## src/rtl/qspi_pkg.sv

```systemverilog
`default_nettype none
// +----------------------------------------------------------------------------+
// | Module      : qspi_pkg                                                     |
// | Description : Shared definitions for the QSPI read-only flash requester:   |
// |               FSM state encoding, default read opcode, per-phase bit       |
// |               counts and the byte-order helper for returned words.         |
// | Ports       : none (package)                                               |
// | Revision    : 1.0 - initial release                                        |
// +----------------------------------------------------------------------------+
package qspi_pkg;

  typedef enum logic [2:0] {
    ST_IDLE    = 3'd0,
    ST_COMMAND = 3'd1,
    ST_ADDRESS = 3'd2,
    ST_DATA    = 3'd3,
    ST_CHECK   = 3'd4,
    ST_RELEASE = 3'd5
  } state_t;

  localparam logic [7:0] DEFAULT_READ_COMMAND = 8'h03;

  localparam int CMD_BITS  = 8;
  localparam int ADDR_BITS = 24;
  localparam int DATA_BITS = 32;

  // One counter serves every phase; it never needs to reach DATA_BITS.
  localparam int CNT_W = 5;
  localparam logic [CNT_W-1:0] CMD_LAST  = CNT_W'(CMD_BITS - 1);
  localparam logic [CNT_W-1:0] ADDR_LAST = CNT_W'(ADDR_BITS - 1);
  localparam logic [CNT_W-1:0] DATA_LAST = CNT_W'(DATA_BITS - 1);

  // Flash streams bytes in ascending address order; the first byte received
  // lands in the top of the shift register but belongs in data[7:0].
  function automatic logic [31:0] byte_swap32(input logic [31:0] w);
    return {w[7:0], w[15:8], w[23:16], w[31:24]};
  endfunction

endpackage
`default_nettype wire

```

## src/rtl/qspi_device_if.sv

```systemverilog
`default_nettype none
// +----------------------------------------------------------------------------+
// | Module      : qspi_device_if                                               |
// | Description : Word-read request bus between a client and qspi_device.      |
// | Signals     : dataRequest_address   [23:0] byte address (bits 1:0 unused)  |
// |               dataRequest_enable           level-sensitive request         |
// |               dataRequest_data      [31:0] returned word                   |
// |               dataRequest_dataValid        one-cycle data strobe           |
// | Modports    : master - client side, slave - qspi_device side               |
// | Revision    : 1.0 - initial release                                        |
// +----------------------------------------------------------------------------+
interface qspi_device_if;

  logic [23:0] dataRequest_address;
  logic        dataRequest_enable;
  logic [31:0] dataRequest_data;
  logic        dataRequest_dataValid;

  modport master (
    output dataRequest_address,
    output dataRequest_enable,
    input  dataRequest_data,
    input  dataRequest_dataValid
  );

  modport slave (
    input  dataRequest_address,
    input  dataRequest_enable,
    output dataRequest_data,
    output dataRequest_dataValid
  );

endinterface
`default_nettype wire

```

## src/rtl/qspi_shifter.sv

```systemverilog
`default_nettype none
// +----------------------------------------------------------------------------+
// | Module      : qspi_shifter                                                 |
// | Description : SPI mode-0 bit engine. Each bit spans two clk cycles:        |
// |               phase A (sck=0, mosi presented) then phase B (sck=1); miso   |
// |               is captured on the clk edge that ends phase B.               |
// | Ports       : clk, rst          clock / synchronous active-high reset      |
// |               load, load_word   start a new transfer with a 32-bit header  |
// |               active            current cycle belongs to a bit             |
// |               miso              serial input from flash                    |
// |               sck, mosi         registered SPI outputs                     |
// |               bit_end           current cycle is phase B of a bit          |
// |               rx_next           receive register including the live miso   |
// | Revision    : 1.0 - initial release                                        |
// +----------------------------------------------------------------------------+
module qspi_shifter (
  input  wire logic        clk,
  input  wire logic        rst,
  input  wire logic        load,
  input  wire logic [31:0] load_word,
  input  wire logic        active,
  input  wire logic        miso,
  output logic             sck,
  output logic             mosi,
  output logic             bit_end,
  output logic [31:0]      rx_next
);

  logic        phase;   // 0: phase A, 1: phase B
  logic [31:0] tx_sr;
  logic [31:0] rx_sr;

  // Outputs are registered, so every decision here sets up the NEXT cycle.
  // Once the command+address header has been shifted out tx_sr is all zero,
  // which keeps mosi low for the whole data phase, including streamed words.
  always_ff @(posedge clk) begin
    if (rst) begin
      phase <= 1'b0;
      sck   <= 1'b0;
      mosi  <= 1'b0;
      tx_sr <= '0;
      rx_sr <= '0;
    end else if (load) begin
      phase <= 1'b0;
      sck   <= 1'b0;
      mosi  <= load_word[31];
      tx_sr <= {load_word[30:0], 1'b0};
    end else if (active) begin
      if (!phase) begin
        phase <= 1'b1;
        sck   <= 1'b1;
      end else begin
        phase <= 1'b0;
        sck   <= 1'b0;
        mosi  <= tx_sr[31];
        tx_sr <= {tx_sr[30:0], 1'b0};
        rx_sr <= rx_next;
      end
    end
  end

  // phase only leaves 0 while active, so it alone marks the sampling cycle.
  assign bit_end = phase;
  assign rx_next = {rx_sr[30:0], miso};

endmodule
`default_nettype wire

```

## src/rtl/qspi_device.sv

```systemverilog
`default_nettype none
// +----------------------------------------------------------------------------+
// | Module      : qspi_device                                                  |
// | Description : Serves 32-bit word reads from a SPI NOR flash using the      |
// |               single-bit READ command. Consecutive word requests presented |
// |               at the end of a read keep chip select low and stream on      |
// |               without resending command and address.                       |
// | Parameters  : CS_HIGH_CYCLES  clk cycles spent in RELEASE with csb high    |
// |               READ_COMMAND    read opcode, sent MSB first                  |
// | Ports       : clk, rst        clock / synchronous active-high reset        |
// |               req             qspi_device_if.slave request bus             |
// |               flash_csb       chip select, active low                      |
// |               flash_sck       SPI clock, mode 0                            |
// |               flash_mosi      serial data to flash                         |
// |               flash_miso      serial data from flash                       |
// | Revision    : 1.0 - initial release                                        |
// +----------------------------------------------------------------------------+
module qspi_device
  import qspi_pkg::*;
#(
  parameter int         CS_HIGH_CYCLES = 2,
  parameter logic [7:0] READ_COMMAND   = DEFAULT_READ_COMMAND
) (
  input  wire logic     clk,
  input  wire logic     rst,
  qspi_device_if.slave  req,
  output logic          flash_csb,
  output logic          flash_sck,
  output logic          flash_mosi,
  input  wire logic     flash_miso
);

  localparam int REL_W = (CS_HIGH_CYCLES > 1) ? $clog2(CS_HIGH_CYCLES) : 1;
  localparam logic [REL_W-1:0] REL_LAST = REL_W'(CS_HIGH_CYCLES - 1);

  state_t             state, state_n;
  logic [CNT_W-1:0]   bit_cnt, bit_cnt_n;
  logic [REL_W-1:0]   rel_cnt, rel_cnt_n;
  logic [21:0]        word_idx, word_idx_n;
  logic [21:0]        next_idx;
  logic [31:0]        data_q, data_n;
  logic               valid_q, valid_n;
  logic               csb_q, csb_n;

  logic               load;
  logic [31:0]        load_word;
  logic               active;
  logic               bit_end;
  logic [31:0]        rx_next;
  logic               unused_addr_lsbs;

  // Byte lanes inside a word are always fetched as a whole word.
  assign unused_addr_lsbs = ^req.dataRequest_address[1:0];

  // 22-bit arithmetic: the last word of the array streams into word 0.
  assign next_idx = word_idx + 22'd1;

  qspi_shifter u_shifter (
    .clk       (clk),
    .rst       (rst),
    .load      (load),
    .load_word (load_word),
    .active    (active),
    .miso      (flash_miso),
    .sck       (flash_sck),
    .mosi      (flash_mosi),
    .bit_end   (bit_end),
    .rx_next   (rx_next)
  );

  always_ff @(posedge clk) begin
    if (rst) begin
      state    <= ST_IDLE;
      bit_cnt  <= '0;
      rel_cnt  <= '0;
      word_idx <= '0;
      data_q   <= '0;
      valid_q  <= 1'b0;
      csb_q    <= 1'b1;
    end else begin
      state    <= state_n;
      bit_cnt  <= bit_cnt_n;
      rel_cnt  <= rel_cnt_n;
      word_idx <= word_idx_n;
      data_q   <= data_n;
      valid_q  <= valid_n;
      csb_q    <= csb_n;
    end
  end

  always_comb begin
    state_n    = state;
    bit_cnt_n  = bit_cnt;
    rel_cnt_n  = rel_cnt;
    word_idx_n = word_idx;
    data_n     = data_q;
    valid_n    = 1'b0;
    csb_n      = csb_q;
    load       = 1'b0;
    load_word  = '0;
    active     = 1'b0;

    unique case (state)
      ST_IDLE: begin
        csb_n = 1'b1;
        if (req.dataRequest_enable) begin
          // Command and address together fill exactly one 32-bit header.
          word_idx_n = req.dataRequest_address[23:2];
          load       = 1'b1;
          load_word  = {READ_COMMAND, req.dataRequest_address[23:2], 2'b00};
          csb_n      = 1'b0;
          bit_cnt_n  = '0;
          state_n    = ST_COMMAND;
        end
      end

      ST_COMMAND: begin
        active = 1'b1;
        if (bit_end) begin
          if (bit_cnt == CMD_LAST) begin
            bit_cnt_n = '0;
            state_n   = ST_ADDRESS;
          end else begin
            bit_cnt_n = bit_cnt + 1'b1;
          end
        end
      end

      ST_ADDRESS: begin
        active = 1'b1;
        if (bit_end) begin
          if (bit_cnt == ADDR_LAST) begin
            bit_cnt_n = '0;
            state_n   = ST_DATA;
          end else begin
            bit_cnt_n = bit_cnt + 1'b1;
          end
        end
      end

      ST_DATA: begin
        active = 1'b1;
        if (bit_end) begin
          if (bit_cnt == DATA_LAST) begin
            // rx_next already holds the 32nd bit being sampled on this edge.
            data_n    = byte_swap32(rx_next);
            valid_n   = 1'b1;
            bit_cnt_n = '0;
            state_n   = ST_CHECK;
          end else begin
            bit_cnt_n = bit_cnt + 1'b1;
          end
        end
      end

      ST_CHECK: begin
        // The flash keeps streaming bytes while csb stays low, so only the
        // directly following word can be served without a new header.
        if (req.dataRequest_enable && (req.dataRequest_address[23:2] == next_idx)) begin
          word_idx_n = req.dataRequest_address[23:2];
          state_n    = ST_DATA;
        end else begin
          csb_n     = 1'b1;
          rel_cnt_n = '0;
          state_n   = ST_RELEASE;
        end
      end

      ST_RELEASE: begin
        if (rel_cnt == REL_LAST) begin
          state_n = ST_IDLE;
        end else begin
          rel_cnt_n = rel_cnt + 1'b1;
        end
      end

      default: begin
        state_n = ST_IDLE;
        csb_n   = 1'b1;
      end
    endcase
  end

  assign flash_csb                 = csb_q;
  assign req.dataRequest_data      = data_q;
  assign req.dataRequest_dataValid = valid_q;

endmodule
`default_nettype wire

```

## src/flat_wrapper.sv

```systemverilog
// flat-port wrapper written by rule: the top's interface ports become plain ports
module qspi_device_flat import qspi_pkg::*;
#(
  parameter int         CS_HIGH_CYCLES = 2,
  parameter logic [7:0] READ_COMMAND   = DEFAULT_READ_COMMAND
)
  (clk, rst, flash_csb, flash_sck, flash_mosi, flash_miso, req_dataRequest_address, req_dataRequest_enable, req_dataRequest_data, req_dataRequest_dataValid);
  qspi_device_if req_i ();
  input  wire logic clk;
  input  wire logic rst;
  output logic flash_csb;
  output logic flash_sck;
  output logic flash_mosi;
  input  wire logic flash_miso;
  input wire logic [$bits(req_i.dataRequest_address)-1:0] req_dataRequest_address;
  input wire logic [$bits(req_i.dataRequest_enable)-1:0] req_dataRequest_enable;
  output wire logic [$bits(req_i.dataRequest_data)-1:0] req_dataRequest_data;
  output wire logic [$bits(req_i.dataRequest_dataValid)-1:0] req_dataRequest_dataValid;
  assign req_i.dataRequest_address = req_dataRequest_address;
  assign req_i.dataRequest_enable = req_dataRequest_enable;
  assign req_dataRequest_data = req_i.dataRequest_data;
  assign req_dataRequest_dataValid = req_i.dataRequest_dataValid;
  qspi_device #(.CS_HIGH_CYCLES(CS_HIGH_CYCLES), .READ_COMMAND(READ_COMMAND)) u_core (.clk(clk), .rst(rst), .req(req_i), .flash_csb(flash_csb), .flash_sck(flash_sck), .flash_mosi(flash_mosi), .flash_miso(flash_miso));
endmodule
```

## config.mk

```make
export PLATFORM = sky130hd
export DESIGN_NAME = qspi_device_flat
export DESIGN_NICKNAME = d
export VERILOG_FILES = /design/src/rtl/qspi_pkg.sv /design/src/rtl/qspi_device_if.sv /design/src/rtl/qspi_shifter.sv /design/src/rtl/qspi_device.sv /design/src/flat_wrapper.sv
export SDC_FILE = /design/constraint.sdc
export NUM_CORES = 1
export LEC_CHECK = 0
export ABC_AREA = 1
export CAP_MARGIN = 20
export CORE_AREA = 2 2 102 104
export DETAILED_ROUTE_END_ITERATION = 7
export DIE_AREA = 0 0 104 106
export PLACE_DENSITY = 0.83
export SLEW_MARGIN = 5
export SYNTH_ARGS = -nofsm -noshare
export SYNTH_HDL_FRONTEND = slang
export SYNTH_SLANG_ARGS = --single-unit
```

## constraint.sdc

```tcl
create_clock -name clk -period 3.29 [get_ports clk]
set_input_delay 0.329 -clock clk [delete_from_list [all_inputs] [get_ports clk]]
set_output_delay 0.329 -clock clk [all_outputs]
set_load 0.01 [all_outputs]
```

* After elaboration in Yosys (flattened, before gate mapping) *
Cells that the tools add are included.

storage, ports and cells
  output and inout bits = 36
  register bits after elaboration = 129
  bits of input ports = 28

operators by class
  reductions and logical operators = 19
  bitwise operators = 4
  add/subtract/negate cells = 3
  equality and inequality tests = 19
  muxes and demuxes = 40

operators with widths
  cell                     number
  $mux W32                 4
  $mux W22                 2
  $pmux W22 S2             1
  $mux W5                  7
  $mux W3                  9
  $mux W26                 1
  $add A22 B1 Y22 const B  1
  $eq A22 B22 Y1           1
  $pmux W5 S4              1
  $pmux W3 S6              1
  $mux W1                  12
  $eq A5 B5 Y1 const B     2
  $ne A2 B1 Y1 const B     5
  $ne A2 B2 Y1 const B     5
  $reduce_and A3 Y1        3
  $reduce_and A8 Y1        1
  $reduce_bool A2 Y1       4
  $eq A3 B2 Y1 const B     2
  $eq A3 B3 Y1 const B     2
  $reduce_and A2 Y1        3
  $reduce_or A3 Y1         2
  $add A5 B1 Y5 const B    1
  $eq A5 B3 Y1 const B     1
  $reduce_and A5 Y1        1
  10 further kinds         13

* Longest topological paths before layout *
Gate-level depths: netlist of the first run.

  depth in word-level cells = 5
  gate-level depth with buffers = 17
  mapped depth without buffers = 16

* Modules after synthesis *
A second synthesis of the first run with hierarchy kept.

unflattened totals
  cells, all modules = 1,025
  area, all modules = 6,432.4 sq um

modules (own cells, without submodules)
  module        area each (sq um)  times used  cells each
  qspi_device   3,611.0            1           580
  qspi_shifter  2,821.5            1           445

* Worst setup path before layout of the first run *
No wires, ideal clock.

  kind = register to register
  start = reg u_core.word_idx[0]
  end = reg u_core.word_idx[0]
  period minus slack after synthesis = 2.021 ns
  stages on the path, launching flop included = 18
  path slack = 1.269 ns
  arrival = 1.910 ns
  library setup time = 0.111 ns
  data required time = 3.179 ns
  cells stage by stage = dfxtp_1 -> ha_1 -> nand2_1 -> nor2_4 -> nand2_1 -> nor2_2 -> nand2_1 -> nand2_1 -> nand2_1 -> nor2_1 -> nand2_1 -> nor2_2 -> nand3_4 -> nand2_2 -> inv_2 -> buf_6 -> nor2_1 -> nor2_1

between the ends
  longest elaborated chain between the ends = 5

RTL lines
  element                             line                text
  from (decl)                         qspi_device.sv:39   logic [21:0] word_idx, word_idx_n;
  from (signal assigned)              qspi_device.sv:84   word_idx <= word_idx_n;
  $add A22 B1 Y22                     qspi_device.sv:56   assign next_idx = word_idx + 22'd1;
  $eq A22 B22 Y1                      qspi_device.sv:159  if (req.dataRequest_enable && (req.dataRequest_address[23:2] == next_idx)) begin
  $logic_and A1 B1 Y1                 qspi_device.sv:159
  $ne A2 B1 Y1 (no source line)       --
  $reduce_and A3 Y1 (no source line)  --

No other way between the ends.
A chain may end at the register's enable or synchronous reset.

* Worst setup path in the final report of the first run *
  start = reg u_core.word_idx[0]
  end = reg u_core.word_idx[18]

The elaborated chain is that of the path after synthesis.

==> results of run 1 <==
==> worst register-to-register path, cell delays in order, from the launching register on <==
cell      delay [ns]
dfxtp_1         0.40
ha_1            0.23
nand2_1         0.14
nor2_4          0.20
nand3_1         0.15
o21bai_1        0.17
nand2_1         0.08
nor2_1          0.09
nand2_1         0.07
nor2_2          0.22
nand3_4         0.19
nand2_2         0.10
inv_2           0.22
nor2_1          0.17
nor2_1          0.05
==> routing by layer <==
metal	up-vias	part of all wire [%]	GRT usage, %
met3	33	7.9	8.09
met4	0	2.1	10.4
li1	2716	-	-
met1	2549	42	33.0
met5	-	0	0
met2	199	48	45.1
==> state kept, by name, summed over array words and instances (netlist names) <==
register and count:
u_core.bit_cnt 5, u_core.flash_csb 1, u_core.rel_cnt 1, u_core.req.dataRequest_data 32
u_core.req.dataRequest_dataValid 1, u_core.state 3, u_core.u_shifter.bit_end 1, u_core.u_shifter.mosi 1
u_core.u_shifter.rx_sr 31, u_core.u_shifter.tx_sr 29, u_core.word_idx 22
==> power groups by stage <==
stage	Clock (mW)	Sequential (mW)	Combinational, mW
2_1_floorplan	0	1.95	0.933
3_3_place_gp	0	1.98	1.14
3_5_place_dp	0	1.99	1.19
4_1_cts	2.00	1.97	1.21
5_1_grt	2.07	2.00	1.38
6_report	1.98	1.97	1.22
==> stage by stage <==
stage	hold WS, ns	cells	power (mW)	setup WS, ns	cell area [sq um]
2_1_floorplan	0.430	809	2.89	1.27	5810
3_3_place_gp	0.444	975	3.12	0.704	6480
3_5_place_dp	0.451	975	3.18	0.674	6480
4_1_cts	0.398	1007	5.17	0.769	7110
5_1_grt	0.453	1007	5.45	0.495	7110
6_report	0.425	1007	5.16	0.718	7110
==> placed cells by master, fill, tap and decap left out, drive strengths merged, types with 19 or more instances in the layout <==
master and instances:
nand2 150, dfxtp 127, nor2 116, inv 107, o21ai 92, a21oi 65, clkdlybuf4s50 61, nand3 38
clkbuf 20, a221oi 19
==> final timing paths <==
check	startpoint	end	depth (start not counted)
worst max register to register	u_core.word_idx[0]$_SDFFE_PP0P_	u_core.word_idx[18]$_SDFFE_PP0P_	14
worst min register to register	u_core.u_shifter.rx_sr[30]$_SDFFE_PP0P_	u_core.req.dataRequest_data[7]$_SDFFE_PP0P_	2
worst max-delay path	u_core.word_idx[0]$_SDFFE_PP0P_	u_core.word_idx[18]$_SDFFE_PP0P_	14
worst min-delay path	flash_miso	u_core.u_shifter.rx_sr[0]$_SDFFE_PP0P_	3
==> logic make-up (layout without fill, tap and decap cells) <==
kind of cell / after synthesis / after routing / synth area share (%)
simple gates: 330 / 330 / 25.1
compound gates: 190 / 190 / 18.3
flops: 127 / 127 / 43.8
fa+ha+maj: 3 / 3 / 0.647
xor+xnor: 16 / 16 / 2.41
buf+inv: 143 / 205 / 9.78
==> layout make-up <==
class | count | area, sq um
fill | 820 | 2890
multi-input combinational | 539 | 2710
sequential | 127 | 2540
timing repair buffer | 69 | 671
clock buffer | 20 | 445
inverter | 104 | 390
clock inverter | 12 | 181
tap | 136 | 170
==> flow_summary.json, run 1 <==
{
  "skew_ns": 0.00665,
  "ir_drop_mv": 0.400,
  "synth_nets": 840,
  "clock_latency_ns": 0.52,
  "wl_per_cell_um": 14.3,
  "cts-root-buf": "clkbuf_8",
  "row_count": 37,
  "ant_nets": 0,
  "die_y_um": 106,
  "tightest_slew_ns": 0.729,
  "setup_viol": 0,
  "gp_congestion": 0.944,
  "cp_max_fo": 23,
  "cts_buffers": 17,
  "synth-edff-count": 0,
  "seq_area_frac_synth_pct": 43.8,
  "arrival_ns": 2.99,
  "p_leak_nw": 2.92,
  "ys_top_cells_by_count": "nand2_1, dfxtp_1, inv_1",
  "die_area_sq_um": 11000,
  "grt_pass1_vias": 5166,
  "drc_errors": 0,
  "power_frac_seq_pct": 38.2,
  "place_hpwl_um": 9270,
  "crit_buf_inv": 1,
  "grt_pass1_wl_um": 24100,
  "holdBufCountCts": 0,
  "yosysWarnings": 0,
  "overflow": 0,
  "cts_resized": 0,
  "die_w_um": 104,
  "detail_route.wirelength_um": 14400,
  "swShare_pct": 31.9,
  "ios": 64,
  "finalSetupTns_ns": 0,
  "area_growth_pct": 22.4,
  "grt_usage_pct": 27.0,
  "crit_family": "simple AND/OR/NAND/NOR gates",
  "utilization_pct": 71.1,
  "viasPerCell": 5.46,
  "htreeDepth": 4,
  "vias": 5497,
  "netlist_instances": 809,
  "rsz0062_at_grt": "false",
  "ys_ff_latch": 127,
  "path_cells": "ha_1 -> nand2_1 -> nor2_4 -> nand3_1 -> o21bai_1 -> nand2_1 -> nor2_1 -> nand2_1 -> nor2_2 -> nand3_4 -> nand2_2 -> inv_2 -> nor2_1 -> nor2_1",
  "cp-start-kind": "register",
  "slew-limit-headroom_pct": 51.4,
  "status": "completed",
  "start_util_pct": 58.1,
  "nNetsFinal": 889,
  "maxClockFrequency_mhz": 389,
  "drive_above_1_share_pct": 8.04,
  "p_switching_mw": 1.65,
  "cts_sinks": 127,
  "r2r_setup_slack_ns": 0.72,
  "cap_violations": 0,
  "drtIter0Drc": 547,
  "max-clock-path-buffers": 2,
  "num_antenna_cells": 0,
  "intPower_mw": 3.52,
  "finalCriticalPeriod_ns": 2.57,
  "yosysUniqueCellTypes": 29,
  "slew_viol_final": 0,
  "slowest_delay_ns": 0.40,
  "cts_tree": "built",
  "clk_pin_slew_ns": 0.06,
  "hold_violations": 0,
  "syn_avg_cell_area_sq_um": 7.18,
  "postCtsSetupBuffers": 0,
  "synth.most_common_cell": "nand2_1",
  "hold_path_class": "input port to register",
  "async_flop_share_pct": 0,
  "comb_power_share_pct": 23.6,
  "antenna_found_initial": 0,
  "crit_required_ns": 3.71,
  "detail_route.first_pass.iterations": 5,
  "core_area_sq_um": 10000,
  "critPathSlowestCell": "dfxtp_1",
  "p_per_area_nw_per_um2": 727,
  "p_clk_share_pct": 38.3,
  "grt_max_degree": 82,
  "end_kind": "register",
  "fin_crit_sh_pct": 78.2,
  "synth_ff_type": "dfxtp_1",
  "critPathKind": "register to register",
  "portBuffers": 61,
  "netlist_area_sq_um": 5810,
  "ys_top_cells_by_area": "dfxtp_1, nand2_1, o21ai_0",
  "synth_top_cell_area_share_pct": 43.8,
  "synth.largest_area_cell": "dfxtp_1"
}
Power figures use the tool's default switching activity.
==> run 2: changes to the inputs <==
CORE_AREA = 2 2 105 107   (was 2 2 102 104)
DIE_AREA = 0 0 107 109   (was 0 0 104 106)
PLACE_DENSITY = 0.78   (was 0.83)
clock period = 2.57 ns   (was 3.29 ns; I/O delays follow)
==> flow_summary.json, run 2 (synthesized netlist as in run 1, its figures left out) <==
{
  "drtIter0Drc": 354,
  "r2r_setup_slack_ns": 0.23,
  "htreeDepth": 4,
  "cts_tree": "built",
  "drc_errors": 0,
  "start_util_pct": 54.8,
  "arrival_ns": 2.80,
  "cts_sinks": 127,
  "status": "completed",
  "skew_ns": 0.00994,
  "cp_max_fo": 24,
  "wl_per_cell_um": 14.0,
  "ant_nets": 0,
  "reg2reg_depth": 16,
  "ir_drop_mv": 0.658,
  "critPathSlowestCell": "dfxtp_1",
  "detail_route.first_pass.iterations": 5,
  "overflow": 0,
  "ios": 64,
  "fin_crit_sh_pct": 91.1,
  "cts_resized": 0,
  "mostFrequentLayoutCell": "nand2_1",
  "grt_pass1_wl_um": 23800,
  "finalSetupTns_ns": 0,
  "area_growth_pct": 23.0,
  "worstHoldStart": "flash_miso",
  "critPathKind": "register to register",
  "clock_latency_ns": 0.53,
  "max-clock-path-buffers": 2,
  "portBuffers": 61,
  "hold_slack_ns": 0.347,
  "hold_violations": 0,
  "p_per_area_nw_per_um2": 904,
  "gp_congestion": 0.871,
  "place_area_sq_um": 6540,
  "crit_required_ns": 3.03,
  "drive_above_1_share_pct": 9.12,
  "finalCriticalPeriod_ns": 2.34,
  "hold_path_class": "input port to register",
  "end_kind": "register",
  "slew_viol_final": 0,
  "setup_viol": 0,
  "detail_route.wirelength_um": 14200,
  "die_w_um": 107,
  "grt_usage_pct": 25.5,
  "path_cells": "ha_1 -> nand2_1 -> nor2_4 -> nand2_1 -> nor2_2 -> nand2_1 -> nand2_1 -> nand2_1 -> nor2_1 -> nand2_1 -> nor2_4 -> nand3_4 -> buf_6 -> nand3_1 -> nand2_1 -> nor2_1",
  "largest_register_ffs": 32,
  "grt_pass1_vias": 5325,
  "reg2reg_from": "u_core.word_idx[1]$_SDFFE_PP0P_",
  "viasPerCell": 5.38,
  "holdBufCountCts": 0,
  "row_count": 38,
  "core_area_sq_um": 10600,
  "num_antenna_cells": 0,
  "crit_family": "simple AND/OR/NAND/NOR gates",
  "most-common-layout-cells": "nand2_1, dfxtp_1, inv_1",
  "vias": 5472,
  "cp-start-kind": "register",
  "nNetsFinal": 895,
  "cts-root-buf": "clkbuf_8",
  "rsz0062_at_grt": "false",
  "maxClockFrequency_mhz": 427,
  "whs_path_depth": 3,
  "crit_buf_inv": 1,
  "grt_max_degree": 82,
  "min_to": "u_core.req.dataRequest_data[24]$_SDFFE_PP0P_",
  "die_y_um": 109,
  "slowest_delay_ns": 0.37,
  "tightest_slew_ns": 0.740,
  "cts_buffers": 17,
  "die_area_sq_um": 11700,
  "cap_violations": 0,
  "cpMostUsedCell": "nand2_1",
  "antenna_found_initial": 0,
  "p_leak_nw": 2.92,
  "slew-limit-headroom_pct": 50.7,
  "clk_pin_slew_ns": 0.06,
  "r2r-end": "u_core.word_idx[18]$_SDFFE_PP0P_",
  "design_area_sq_um": 7140,
  "postCtsSetupBuffers": 0,
  "place_hpwl_um": 9370
}
==> run 2: changes by cell type in the layout (fill, tap and decap cells not counted), moves of 2 or more <==
cell       change
buf_4          +4
clkinv_4       +3
bufinv_16      -2
clkbuf_8       -2
==> run 2: per-layer routing <==
| layer | GRT usage [%] | wire length (um) | vias to the layer above |
|---|---|---|---|
| met2 | 43.9 | 7090 | 155 |
| li1 | - | - | 2737 |
| met3 | 8.25 | 859 | 20 |
| met5 | 0 | 0 | - |
| met1 | 29.7 | 6070 | 2560 |
| met4 | 9.37 | 225 | 0 |
==> run 2: layout make-up <==
cell class	instances	area (sq um)
flip-flops and latches	127	2540
clock inverters	15	163
clock buffers	17	414
well taps	140	175
repair buffers	75	732
multi-input cells	539	2720
inverters	104	393
fillers	880	3460
==> run 2: power breakdown <==
part | switching (mW) | internal, mW
clock network | 0.951 | 1.39
registers | 0.217 | 2.30
logic | 1.01 | 0.578
==> run 2: how the worst max path moves through the flow <==
| stage | startpoint | end | slack, ns | depth (start not counted) |
|---|---|---|---|---|
| global route | u_core.word_idx[1]$_SDFFE_PP0P_ | u_core.word_idx[14]$_SDFFE_PP0P_ | 0.02 | 16 |
| CTS | u_core.word_idx[0]$_SDFFE_PP0P_ | u_core.word_idx[21]$_SDFFE_PP0P_ | 0.12 | 16 |
| floorplan | u_core.word_idx[0]$_SDFFE_PP0P_ | u_core.word_idx[0]$_SDFFE_PP0P_ | 0.55 | 17 |
| detailed placement | u_core.word_idx[0]$_SDFFE_PP0P_ | u_core.word_idx[21]$_SDFFE_PP0P_ | 0.15 | 16 |
| finish | u_core.word_idx[1]$_SDFFE_PP0P_ | u_core.word_idx[18]$_SDFFE_PP0P_ | 0.23 | 16 |
| global placement | req_dataRequest_address[14] | u_core.word_idx[1]$_SDFFE_PP0P_ | 0.25 | 14 |
==> run 2: per-stage QoR <==
step	std cells	utilization (%)	setup WS [ns]	total power [mW]
2_1_floorplan	809	-	0.549	3.70
3_3_place_gp	985	61.7	0.252	4.02
3_5_place_dp	985	61.7	0.153	4.10
5_1_grt	1017	67.3	0.0160	6.80
6_report	1017	67.3	0.229	6.45
4_1_cts	1017	67.1	0.124	6.45
==> run 2: worst register-to-register path, cell delays in order, from the launching register on <==
cell and delay (ns):
dfxtp_1 0.37, ha_1 0.21, nand2_1 0.13, nor2_4 0.24
nand2_1 0.13, nor2_2 0.11, nand2_1 0.06, nand2_1 0.05
nand2_1 0.05, nor2_1 0.09, nand2_1 0.11, nor2_4 0.17
nand3_4 0.10, buf_6 0.20, nand3_1 0.10, nand2_1 0.07
nor2_1 0.11
==> run 3: changes to the inputs <==
CORE_AREA = 2 2 132 134   (was 2 2 105 107)
DIE_AREA = 0 0 134 136   (was 0 0 107 109)
PLACE_DENSITY = not set   (was 0.78)
PLACE_DENSITY_LB_ADDON = 0.1   (was not set)
==> flow_summary.json, run 3 (synthesized netlist as in run 1, its figures left out) <==
{
  "ios": 64,
  "crit_required_ns": 2.89,
  "grt_usage_pct": 16.6,
  "path_cells": "ha_1 -> nand2_1 -> nor2_4 -> nand3_1 -> nor2_2 -> nand3_1 -> nand2_1 -> nand2_1 -> nor2_2 -> nand3_4 -> nand2_2 -> inv_4 -> nor2_1 -> nor2_1",
  "p_leak_nw": 2.93,
  "mostFrequentLayoutCell": "nand2_1",
  "start_util_pct": 34.4,
  "cts_sinks": 127,
  "place_area_sq_um": 6630,
  "largest_register_ffs": 32,
  "grt_pass1_wl_um": 24300,
  "slowest_delay_ns": 0.39,
  "hold_slack_ns": 0.459,
  "cts_tree": "built",
  "cpMostUsedCell": "nand2_1",
  "overflow": 0,
  "use_met2_pct": 28.4,
  "design_area_sq_um": 7280,
  "slew-limit-headroom_pct": 48.4,
  "hold_path_class": "register to register",
  "clock_latency_ns": 0.42,
  "area_growth_pct": 25.4,
  "reg2reg_from": "u_core.word_idx[0]$_SDFFE_PP0P_",
  "tightest_slew_ns": 0.775,
  "pre_cts_ws_ns": 0.122,
  "setup_ws_ns": 0.244,
  "crit_family": "simple AND/OR/NAND/NOR gates",
  "top_usage_layer": "met2",
  "end_kind": "register",
  "ir_drop_mv": 0.529,
  "die_w_um": 134,
  "cp_max_fo": 23,
  "num_antenna_cells": 0,
  "setup_viol": 0,
  "use_met1_pct": 19.1,
  "clk_pin_slew_ns": 0.06,
  "drc_errors": 0,
  "htreeDepth": 4,
  "status": "completed",
  "rsz0062_at_grt": "false",
  "fin_crit_sh_pct": 90.5,
  "core_area_sq_um": 16900,
  "row_count": 48,
  "max-clock-path-buffers": 2,
  "nNetsFinal": 893,
  "portBuffers": 61,
  "grt_pass1_vias": 5216,
  "grt_max_degree": 82,
  "ant_nets": 0,
  "drive_above_1_share_pct": 8.57,
  "crit_start": "u_core.word_idx[0]$_SDFFE_PP0P_",
  "finalSetupTns_ns": 0,
  "grt_util_met3_pct": 5.89,
  "critPathSlowestCell": "dfxtp_1",
  "maxClockFrequency_mhz": 430,
  "worstHoldStart": "u_core.u_shifter.rx_sr[30]$_SDFFE_PP0P_",
  "slew_viol_final": 0,
  "finalCriticalPeriod_ns": 2.33,
  "viasPerCell": 4.77,
  "cts_buffers": 17,
  "most-common-layout-cells": "nand2_1, dfxtp_1, inv_1",
  "gp_congestion": 0.874,
  "cts-root-buf": "clkbuf_16",
  "detail_route.wirelength_um": 14200,
  "cap_violations": 0,
  "vias": 5247,
  "p_per_area_nw_per_um2": 915,
  "detail_route.first_pass.iterations": 4,
  "skew_ns": 0.00541,
  "fillers": 1715,
  "r2r_setup_slack_ns": 0.24,
  "wl_per_cell_um": 12.9,
  "arrival_ns": 2.64,
  "hold_violations": 0,
  "drtIter0Drc": 249,
  "die_area_sq_um": 18200,
  "crit_buf_inv": 1,
  "cp-start-kind": "register",
  "antenna_found_initial": 0,
  "power_mw": 6.66,
  "place_hpwl_um": 9310,
  "critPathKind": "register to register",
  "die_y_um": 136
}
[run 3: changes by cell type in the layout (fill, tap and decap cells not counted), moves of 2 or more]
| cell | change |
|---|---|
| clkinv_4 | -4 |
| clkinv_2 | -3 |
| buf_4 | -2 |
| bufinv_16 | +2 |
| clkinvlp_4 | +2 |
| inv_6 | +2 |
[run 3: worst reg2reg max path, stage by stage (launching register included)]
cell	delay (ns)
dfxtp_1	0.39
ha_1	0.22
nand2_1	0.13
nor2_4	0.22
nand3_1	0.17
nor2_2	0.16
nand3_1	0.10
nand2_1	0.09
nand2_1	0.07
nor2_2	0.17
nand3_4	0.10
nand2_2	0.09
inv_4	0.14
nor2_1	0.13
nor2_1	0.05
[run 3: metal layers]
metal	up-vias	wire [um]
met1	2412	6290
met2	85	6800
li1	2733	-
met3	17	913
met5	-	0
met4	0	206
[run 3: metrics by stage]
step                      std cells  utilization [%]
after global routing           1100             43.1
after CTS                      1099             43.0
after detailed placement       1067             39.3
after floorplan                 809                -
final                          1100             43.1
after global placement         1067             39.3
[run 3: path summary, 6_finish.rpt]
path,endpoint,depth (start not counted)
worst max-delay path,u_core.word_idx[1]$_SDFFE_PP0P_,14
worst min-delay path,u_core.u_shifter.rx_sr[30]$_SDFFE_PP0P_,2
worst max register to register,u_core.word_idx[1]$_SDFFE_PP0P_,14
worst min register to register,u_core.u_shifter.rx_sr[30]$_SDFFE_PP0P_,2
[run 3: where the power goes]
group | total (mW) | internal, mW | leakage (nW) | switching, mW
sequential | 2.51 | 2.30 | 1.04 | 0.203
clock | 2.60 | 1.64 | 0.296 | 0.959
combinational | 1.56 | 0.569 | 1.60 | 0.986
[run 3: layout make-up]
type / count / area (sq um) / share of cell area [%]
Clock inverter: 14 / 205 / 2.82
Multi-Input combinational cell: 539 / 2710 / 37.3
Tap cell: 225 / 282 / 3.87
Clock buffer: 18 / 429 / 5.89
Inverter: 104 / 393 / 5.40
Timing Repair Buffer: 73 / 717 / 9.85
Sequential cell: 127 / 2540 / 34.9
[run 3: repair_timing]
action,CTS,global route
setup endpoints to repair,0,24
setup buffers,0,1
hold buffers,0,0
gates resized for setup,0,5
